File: src/rtl/arith_pkg.sv
`default_nettype none
// ============================================================================
// Module      : arith_pkg
// Description : Shared opcode/state types and constants for arith_unit_seq.
// Revision    : 1.0 - initial release
// ============================================================================
package arith_pkg;

    localparam int OP_W = 3;

    typedef enum logic [OP_W-1:0] {
        OP_ADD = 3'd0,
        OP_SUB = 3'd1,
        OP_MUL = 3'd2,
        OP_DIV = 3'd3,
        OP_MOD = 3'd4
    } op_e;

    typedef enum logic [1:0] {
        IDLE = 2'd0,
        MUL  = 2'd1,
        DIV  = 2'd2,
        DONE = 2'd3
    } state_e;

    localparam logic MODE_MUL = 1'b0;
    localparam logic MODE_DIV = 1'b1;

endpackage
`default_nettype wire

File: src/rtl/arith_iter_core.sv
`default_nettype none
// ============================================================================
// Module      : arith_iter_core
// Description : Iterative shift-add multiplier / restoring divider sharing
//               one WIDTH-cycle counter.
// Revision    : 1.0 - initial release
// ============================================================================
module arith_iter_core
    import arith_pkg::*;
#(
    parameter int WIDTH = 4
) (
    input  logic               clk,
    input  logic               rst,
    input  logic               start,
    input  logic               mode,
    input  logic [WIDTH-1:0]   a,
    input  logic [WIDTH-1:0]   b,
    output logic               busy,
    output logic               done,
    output logic [2*WIDTH-1:0] product,
    output logic [WIDTH-1:0]   quotient,
    output logic [WIDTH-1:0]   remainder
);

    localparam int RW = 2 * WIDTH;
    localparam int CW = $clog2(WIDTH);
    localparam logic [CW-1:0] c_last = CW'(WIDTH - 1);

    logic              r_busy;
    logic              r_mode;
    logic [CW-1:0]     r_cnt;
    logic [RW-1:0]     r_acc;
    logic [RW-1:0]     r_mcand;
    logic [WIDTH-1:0]  r_mplier;
    logic [WIDTH-1:0]  r_quo;
    logic [WIDTH-1:0]  r_rem;
    logic [WIDTH-1:0]  r_div;

    logic [RW-1:0]     w_acc_nxt;
    logic [WIDTH:0]    w_shift;
    logic [WIDTH:0]    w_diff;
    logic              w_fits;
    logic [WIDTH-1:0]  w_rem_nxt;
    logic [WIDTH-1:0]  w_quo_nxt;
    logic              w_last;

    always_comb begin
        w_acc_nxt = r_acc + (r_mplier[0] ? r_mcand : '0);
        // Restoring step: bring down the next dividend bit, keep the
        // difference only if it did not underflow.
        w_shift   = {r_rem, r_quo[WIDTH-1]};
        w_diff    = w_shift - {1'b0, r_div};
        w_fits    = ~w_diff[WIDTH];
        w_rem_nxt = w_fits ? w_diff[WIDTH-1:0] : w_shift[WIDTH-1:0];
        w_quo_nxt = {r_quo[WIDTH-2:0], w_fits};
        w_last    = r_busy && (r_cnt == c_last);
    end

    always_ff @(posedge clk) begin
        if (rst) begin
            r_busy   <= 1'b0;
            r_mode   <= MODE_MUL;
            r_cnt    <= '0;
            r_acc    <= '0;
            r_mcand  <= '0;
            r_mplier <= '0;
            r_quo    <= '0;
            r_rem    <= '0;
            r_div    <= '0;
        end else if (start) begin
            r_busy   <= 1'b1;
            r_mode   <= mode;
            r_cnt    <= '0;
            r_acc    <= '0;
            r_mcand  <= RW'(a);
            r_mplier <= b;
            r_quo    <= a;
            r_rem    <= '0;
            r_div    <= b;
        end else if (r_busy) begin
            r_cnt <= r_cnt + 1'b1;
            if (w_last) begin
                r_busy <= 1'b0;
            end
            if (r_mode == MODE_MUL) begin
                r_acc    <= w_acc_nxt;
                r_mcand  <= {r_mcand[RW-2:0], 1'b0};
                r_mplier <= r_mplier >> 1;
            end else begin
                r_quo <= w_quo_nxt;
                r_rem <= w_rem_nxt;
            end
        end
    end

    // Results are the post-step values so the caller can latch them on the
    // same edge as the final iteration.
    assign busy      = r_busy;
    assign done      = w_last;
    assign product   = w_acc_nxt;
    assign quotient  = w_quo_nxt;
    assign remainder = w_rem_nxt;

endmodule
`default_nettype wire

File: src/rtl/arith_unit_seq.sv
`default_nettype none
// ============================================================================
// Module      : arith_unit_seq
// Description : Valid/ready arithmetic unit: ADD/SUB single cycle, MUL and
//               DIV/MOD via the shared iterative core.
// Revision    : 1.0 - initial release
// ============================================================================
module arith_unit_seq
    import arith_pkg::*;
#(
    parameter int WIDTH = 4,
    parameter int RW    = 2 * WIDTH
) (
    input  logic             clk,
    input  logic             rst,
    input  logic             in_valid,
    output logic             in_ready,
    input  logic [OP_W-1:0]  op,
    input  logic [WIDTH-1:0] a,
    input  logic [WIDTH-1:0] b,
    output logic             out_valid,
    input  logic             out_ready,
    output logic [RW-1:0]    result,
    output logic             carry,
    output logic             div_zero,
    output logic             op_err
);

    state_e            r_state;
    state_e            w_state_nxt;

    logic [RW-1:0]     r_result;
    logic              r_carry;
    logic              r_div_zero;
    logic              r_op_err;
    logic              r_is_mod;

    op_e               w_op;
    logic              w_accept;
    logic              w_b_zero;
    logic              w_is_divmod;
    logic              w_core_start;
    logic              w_core_mode;
    logic [WIDTH:0]    w_sum;
    logic [WIDTH-1:0]  w_sub;

    logic              w_core_busy;
    logic              w_core_done;
    logic [2*WIDTH-1:0] w_product;
    logic [WIDTH-1:0]  w_quotient;
    logic [WIDTH-1:0]  w_remainder;

    always_comb begin
        w_op         = op_e'(op);
        w_accept     = in_valid && in_ready;
        w_b_zero     = (b == '0);
        w_is_divmod  = (w_op == OP_DIV) || (w_op == OP_MOD);
        w_core_start = w_accept && ((w_op == OP_MUL) || (w_is_divmod && !w_b_zero));
        w_core_mode  = (w_op == OP_MUL) ? MODE_MUL : MODE_DIV;
        w_sum        = {1'b0, a} + {1'b0, b};
        w_sub        = a - b;
    end

    arith_iter_core #(
        .WIDTH (WIDTH)
    ) u_core (
        .clk       (clk),
        .rst       (rst),
        .start     (w_core_start),
        .mode      (w_core_mode),
        .a         (a),
        .b         (b),
        .busy      (w_core_busy),
        .done      (w_core_done),
        .product   (w_product),
        .quotient  (w_quotient),
        .remainder (w_remainder)
    );

    always_ff @(posedge clk) begin
        if (rst) begin
            r_state <= IDLE;
        end else begin
            r_state <= w_state_nxt;
        end
    end

    always_comb begin
        w_state_nxt = r_state;
        case (r_state)
            IDLE: begin
                if (w_accept) begin
                    if (w_op == OP_MUL) begin
                        w_state_nxt = MUL;
                    end else if (w_is_divmod && !w_b_zero) begin
                        w_state_nxt = DIV;
                    end else begin
                        w_state_nxt = DONE;
                    end
                end
            end
            // Leaving on !busy as well keeps the FSM from stranding if the
            // core was ever idle while we sit here.
            MUL, DIV: begin
                if (w_core_done || !w_core_busy) begin
                    w_state_nxt = DONE;
                end
            end
            DONE: begin
                if (out_ready) begin
                    w_state_nxt = IDLE;
                end
            end
            default: w_state_nxt = IDLE;
        endcase
    end

    always_comb begin
        in_ready  = (r_state == IDLE);
        out_valid = (r_state == DONE);
    end

    always_ff @(posedge clk) begin
        if (rst) begin
            r_result   <= '0;
            r_carry    <= 1'b0;
            r_div_zero <= 1'b0;
            r_op_err   <= 1'b0;
            r_is_mod   <= 1'b0;
        end else if (w_accept) begin
            r_result   <= '0;
            r_carry    <= 1'b0;
            r_div_zero <= 1'b0;
            r_op_err   <= 1'b0;
            r_is_mod   <= (w_op == OP_MOD);
            case (w_op)
                OP_ADD: begin
                    r_result <= RW'(w_sum);
                    r_carry  <= w_sum[WIDTH];
                end
                OP_SUB: begin
                    r_result <= RW'(w_sub);
                    r_carry  <= (a < b);
                end
                OP_MUL: begin
                end
                OP_DIV: begin
                    if (w_b_zero) begin
                        r_result   <= RW'({WIDTH{1'b1}});
                        r_div_zero <= 1'b1;
                    end
                end
                OP_MOD: begin
                    if (w_b_zero) begin
                        r_result   <= RW'(a);
                        r_div_zero <= 1'b1;
                    end
                end
                default: r_op_err <= 1'b1;
            endcase
        end else if (w_core_done) begin
            if (r_state == MUL) begin
                r_result <= RW'(w_product);
            end else if (r_is_mod) begin
                r_result <= RW'(w_remainder);
            end else begin
                r_result <= RW'(w_quotient);
            end
        end
    end

    assign result   = r_result;
    assign carry    = r_carry;
    assign div_zero = r_div_zero;
    assign op_err   = r_op_err;

endmodule
`default_nettype wire

File: config.mk
export PLATFORM = sky130hd
export DESIGN_NAME = arith_unit_seq
export DESIGN_NICKNAME = d
export VERILOG_FILES = /design/src/rtl/arith_pkg.sv /design/src/rtl/arith_iter_core.sv /design/src/rtl/arith_unit_seq.sv
export SDC_FILE = /design/constraint.sdc
export NUM_CORES = 1
export LEC_CHECK = 0
export CAP_MARGIN = 20
export CELL_PAD_IN_SITES_DETAIL_PLACEMENT = 1
export CELL_PAD_IN_SITES_GLOBAL_PLACEMENT = 1
export CORE_ASPECT_RATIO = 1.5
export CORE_MARGIN = 1.5
export CORE_UTILIZATION = 47
export DETAILED_ROUTE_END_ITERATION = 10
export DONT_BUFFER_PORTS = 1
export PLACE_DENSITY_LB_ADDON = 0.08
export SYNTH_ARGS = -nofsm -noshare
export SYNTH_HDL_FRONTEND = slang
export SYNTH_HIERARCHICAL = 1
export SYNTH_SLANG_ARGS = --single-unit
File: constraint.sdc
create_clock -name clk -period 3 [get_ports clk]
set_input_delay 0.45 -clock clk [delete_from_list [all_inputs] [get_ports clk]]
set_output_delay 0.45 -clock clk [all_outputs]
set_load 0.05 [all_outputs]
## Yosys cells after proc, flatten, opt, wreduce, memory -nomap -nowiden

Index checks and enable logic that the tools add are counted.

| word-level totals | value |
|---|---|
| flip-flop bits (word level) | 50 |
| word-level logic and storage cells | 92 |
| input port bits | 15 |
| output and inout port bits | 13 |

| cells by class | value |
|---|---|
| multiplexer cells | 32 |
| add/subtract/negate cells | 5 |
| reduce and logical (&&, ||, !) cells | 24 |
| equality and inequality tests | 12 |
| bitwise gates (word level) | 2 |
| order comparisons | 1 |

Operator list:

| kind | count |
|---|---|
| $mux W4 | 13 |
| $mux W8 | 4 |
| $pmux W5 S4 | 1 |
| $add A8 B8 Y8 | 1 |
| $mux W1 | 8 |
| $mux W2 | 4 |
| $reduce_and A2 Y1 | 4 |
| $eq A2 B2 Y1 const B | 3 |
| $eq A3 B2 Y1 const B | 2 |
| $ne A2 B1 Y1 const B | 3 |
| $pmux W2 S3 | 1 |
| $reduce_bool A2 Y1 | 3 |
| $reduce_or A2 Y1 | 3 |
| $add A4 B4 Y5 | 1 |
| $reduce_or A5 Y1 | 1 |
| $sub A5 B4 Y5 | 1 |
| $logic_and A1 B1 Y1 | 4 |
| $logic_not A4 Y1 | 1 |
| $lt A4 B4 Y1 | 1 |
| $sub A4 B4 Y4 | 1 |
| $eq A3 B1 Y1 const B | 1 |
| $eq A3 B3 Y1 const B | 1 |
| $logic_not A3 Y1 | 1 |
| $logic_or A1 B1 Y1 | 3 |
| other kinds (8) | 10 |

## Depth between registers and ports, before layout

Gate-level depths: netlist of the first run.

| depth | value |
|---|---|
| depth after elaboration | 7 |
| mapped depth | 14 |
| gate-level depth less buffers | 14 |

## By module

Netlist of the first run, hierarchy kept.

By module, submodules not included:

| module | cells an instance | area each (µm²) | seq. area each (µm²) | times used |
|---|---|---|---|---|
| arith_iter_core | 250 | 2005.7 | 720.7 | 1 |
| arith_unit_seq | 157 | 1183.6 | 280.3 | 1 |

## Worst setup path after synthesis of the first run

No wires, ideal clock.

| path | value |
|---|---|
| kind | reg2reg |
| start point | reg r_state[0] |
| end point | reg u_core.r_acc[5] |
| setup time | 0.062 ns |
| path slack | 0.437 ns |
| cell stages (with the launch flop) | 11 |
| buffers on the path | 3 |
| data arrival time | 2.501 ns |
| cells stage by stage | dfxtp_1 -> inv_1 -> ha_1 -> nand2_1 -> clkbuf_1 -> a21oi_1 -> buf_2 -> or2_2 -> buf_2 -> or4_1 -> nand3_1 |

| on the way | value |
|---|---|
| longest elaborated chain between the ends | 4 |

Ends and longest elaborated chain:

| what | RTL line | text |
|---|---|---|
| start, declared | arith_unit_seq.sv:29 | `state_e r_state;` |
| start signal, assigned | arith_unit_seq.sv:84 | `r_state <= w_state_nxt;` |
| $logic_not A2 Y1 | arith_unit_seq.sv:119 | `in_ready = (r_state == IDLE);` |
| net in_ready | arith_unit_seq.sv:17 | `output logic in_ready,` |
| $logic_and A1 B1 Y1 | arith_unit_seq.sv:55 | `w_accept = in_valid && in_ready;` |
| $logic_and A1 B1 Y1 | arith_unit_seq.sv:58 | `w_core_start = w_accept && ((w_op == OP_MUL) \|\| (w_is_divmod && !w_b_zero));` |
| net w_core_start | arith_unit_seq.sv:42 | `logic w_core_start;` |
| $reduce_or A2 Y1 (no source line) | -- |  |
| end signal, assigned | arith_iter_core.sv:87 | `r_acc <= w_acc_nxt;` |
| end, declared | arith_iter_core.sv:33 | `logic [RW-1:0] r_acc;` |

The timed path passes the listed nets, and every way through them passes these cells.
A chain may end at the register's enable or synchronous reset.

## Worst setup path in the final report of the first run

| path | value |
|---|---|
| start point | reg u_core.r_quo[3] |
| end point | reg r_result[1], in the netlist result[1] |

| on the way | value |
|---|---|
| longest elaborated chain between the ends | 6 |

Ends and longest elaborated chain:

| what | RTL line | text |
|---|---|---|
| start, declared | arith_iter_core.sv:36 | `logic [WIDTH-1:0] r_quo;` |
| start signal, assigned | arith_iter_core.sv:91 | `r_quo <= w_quo_nxt;` |
| $sub A5 B4 Y5 | arith_iter_core.sv:53 | `w_diff = w_shift - {1'b0, r_div};` |
| $mux W4 | arith_iter_core.sv:55 | `w_rem_nxt = w_fits ? w_diff[WIDTH-1:0] : w_shift[WIDTH-1:0];` |
| net w_remainder[1] | arith_unit_seq.sv:51 | `logic [WIDTH-1:0] w_remainder;` |
| $mux W4 | arith_unit_seq.sv:164 | `end else if (r_is_mod) begin` |
| $mux W8 | arith_unit_seq.sv:162 | `if (r_state == MUL) begin` |
| $mux W8 | arith_unit_seq.sv:161 | `end else if (w_core_done) begin` |
| $mux W8 | arith_unit_seq.sv:130 | `end else if (w_accept) begin` |
| end signal, assigned | arith_unit_seq.sv:163 | `r_result <= RW'(w_product);` |
| end signal, assigned | arith_unit_seq.sv:165 | `r_result <= RW'(w_remainder);` |
| end signal, assigned | arith_unit_seq.sv:167 | `r_result <= RW'(w_quotient);` |
| end, declared | arith_unit_seq.sv:32 | `logic [RW-1:0] r_result;` |

The timed path passes the listed nets, and every way through them passes these cells. The select of a mux whose other input is x is not followed.

==> impl_metrics.toml, run 1 <==
[final_layout]
syn_to_final_growth_pct = 3.727
antenna_cells = 0
fillCellCount = 829
stdcell_area_mm2 = 0.003308
final_layout_size_suffix_gt1_frac = 0.06582
num-nets-final = 436

[route]
drc_errors = 0
wirelength_um = 8565
drtIter0Drc = 91
post_drt_via_cell_ratio = 5.915
vias = 2786
wl_per_cell_um = 18.18
drt.antenna.violating_nets = 0
firstDrtPassIters = 4

[placement]
dp_hpwl_um = 6683
place.gp.congestion = 0.9157
placed_area_mm2 = 0.003203
port_buffers = 0

[timing]
relSlewSlack = 0.4931
period_minus_slack_ns = 2.757
fmax_mhz = 362.7
setup_tns_ns = 0
fin_crit_sh = 0.9189
finalSetupViolations = 0
rsz0062_at_grt = "false"
tightestPinTransition_ns = 0.7588
whs_ns = 0.1933
finalHoldViolCount = 0
clock_skew_ns = 0.008654
final_max_slew_viol_count = 0

[clock_network]
ctsRootBufferMaster = "clkbuf_8"
cts.sinks = 50
clk_latency_ns = 0.31
postCtsHoldBufs = 0
cts_inserted_buffers = 5
cts_buffer_depth = 2
cts_tree = "done"
cts_max_level = 2
clk_pin_slew_worst_paths_ns = 0.10
cts_setup_buffers = 0
cts_resized = 0

[synth]
synth_edf_count = 0
postSynthCellCount = 407
synthTopCellsByArea = "dfxtp_1 (31%), ha_1 (9.0%), nand2_1 (7.2%)"
synthAdderAreaFrac = 0.1153
netlist_area_mm2 = 0.003189
async_reset_ff_frac = 0
synth.area.mux_share = 0.05689
synth_compound_area_frac = 0.1907
syn_nets = 449
synth-seq-cells = 50
synth_flop_cell = "dfxtp_1"
synth.top_cell.area_share = 0.3138
yosysTopAreaCell = "dfxtp_1"
synth.avg_cell_area_um2 = 7.836
synthSimpleGateAreaFrac = 0.2268
yosys_warnings = 6
synth_cell_types = 52
yosysSeqAreaShare = 0.3138
synthXorXnorAreaFrac = 0.02982
synth_top_family_by_area = "simple AND/OR/NAND/NOR gates"

[critical_path]
cp_data_required_time_ns = 3.21
cp.arrival_ns = 2.97
ff2ff_setup_slack_ns = 0.24
path_class = "reg -> reg"
crit_fanout = 9
end_kind = "register"
start_kind = "register"

[global_route]
grt_pass1_wl_um = 14660
grt_util_met3 = 0.05523
antenna_found_initial = 0
grt_overflow_total = 0
grt_max_degree = 34
track_usage = 0.2499
grt.busiest_layer = "met2"
grt_pass1_vias = 3104
use_met2 = 0.4629
grt_use_met1 = 0.2642

[pwr]
power.density_mw_per_mm2 = 577.2
leakagePower_nw = 1.282
ir_worst_vdd_uv = 352.8

[run_status]
status = "finished, final reports clean"

[die]
core_mm2 = 0.006531
start_util = 0.4883
die_w_um = 70.26
die_y_um = 103.9
rows = 36
ios = 28
dieArea_mm2 = 0.007299

[min_path]
hold_class = "in -> reg"

[flow_run]
cap_violations = 0
## layer usage
metal  wire length (um)  vias up
met1               3419     1342
met4                287        0
met2               4545       48
met3                313       20
met5                  0        -
li1                   -     1376
## critical path: stages (launching register included)
cell and delay, ns:
dfxtp_1 0.33, inv_1 0.08, ha_1 0.17, inv_1 0.06, fa_1 0.40, a21o_1 0.19
a21oi_2 0.17, xnor2_2 0.23, mux2_4 0.35, mux2_2 0.26, mux2i_1 0.12, a2111oi_0 0.12
a21o_1 0.19
## power breakdown
group / internal (W) / switching [W]
logic: 0.000232 / 0.000364
clock network: 0.000212 / 0.000239
registers: 0.000730 / 0.000132
## state kept, by name (all words and copies together) (netlist names)
register / cells
carry: 1
div_zero: 1
op_err: 1
r_is_mod: 1
r_state: 2
result: 8
u_core/busy: 1
u_core/r_acc: 8
u_core/r_cnt: 2
u_core/r_div: 4
u_core/r_mcand: 8
u_core/r_mode: 1
u_core/r_mplier: 4
u_core/r_quo: 4
u_core/r_rem: 4
## per-stage QoR
stage / power (W) / std cells / setup WS [ns] / utilization
final: 0.001910 / 471 / 0.2432 / 0.5065
after global routing: 0.002023 / 471 / 0.05086 / 0.5065
after CTS: 0.001925 / 471 / 0.2295 / 0.5065
after detailed placement: 0.001473 / 463 / 0.2498 / 0.4904
after global placement: 0.001452 / 463 / 0.3372 / 0.4904
after floorplan: 0.001350 / 407 / 0.4366 / -
## synthesized netlist by cell type (2+ instances only)
library cell	number
nand2_1	61
dfxtp_1	50
nor2_1	40
a21oi_1	31
inv_1	25
ha_1	23
nor3_1	13
clkbuf_1	12
mux2i_1	11
o21ai_0	11
a31oi_1	10
and2_1	10
nand3_1	9
buf_2	8
xnor2_1	8
nor2b_1	7
a21o_1	6
mux2_2	5
o21bai_1	5
a211oi_1	4
buf_4	4
fa_1	4
o21a_1	4
a22oi_1	3
nor4_1	3
o211ai_1	3
o21ai_1	3
or4_1	3
a2111oi_0	2
a32oi_1	2
nand2b_1	2
nand3b_1	2
nand4_1	2
o31ai_1	2
or3b_2	2
## layout by cell type (no fill, tap or decap), types with 10 or more instances in the layout
cell      n
a31oi_1  10
a21oi_1  31
mux2i_1  11
nor3_1   13
dfxtp_1  50
o21ai_0  11
ha_1     23
and2_1   10
inv_1    25
nor2_1   40
nand2_1  61
## layout make-up
cell class	instances	area, um2	share of cell area
inverters	25	93.84	0.02837
clock inverters	1	8.758	0.002648
multi-input cells	307	1976	0.5972
repair buffers	5	37.54	0.01135
flip-flops and latches	50	1001	0.3026
clock buffers	7	96.34	0.02912
well taps	76	95.09	0.02874
## final timing paths
kind                          end            start  depth (start not counted)
setup / recovery        result[1]  u_core/r_quo[3]                         12
hold / removal         r_state[0]              rst                          1
setup reg to reg        result[1]  u_core/r_quo[3]                         12
hold reg to reg   u_core/r_div[3]  u_core/r_div[3]                          2
## kinds of logic (layout without fill, tap and decap cells)
| family | Yosys count | count (layout) |
|---|---|---|
| buffers and inverters | 50 | 38 |
| multiplexers | 17 | 17 |
| flip-flops | 50 | 50 |
| AO/OA/AOI/OAI | 95 | 95 |
| AND/OR/NAND/NOR | 158 | 158 |
| adder cells (fa/ha/maj) | 27 | 27 |
| XOR/XNOR | 10 | 10 |
Note: power is estimated with default switching activity, not from simulation.
==> inputs of run 2 (changes only) <==
- TNS_END_PERCENT: unset -> 30
==> results of run 2 <==
No change in the layout: final DEF, timing and power equal those of run 1.
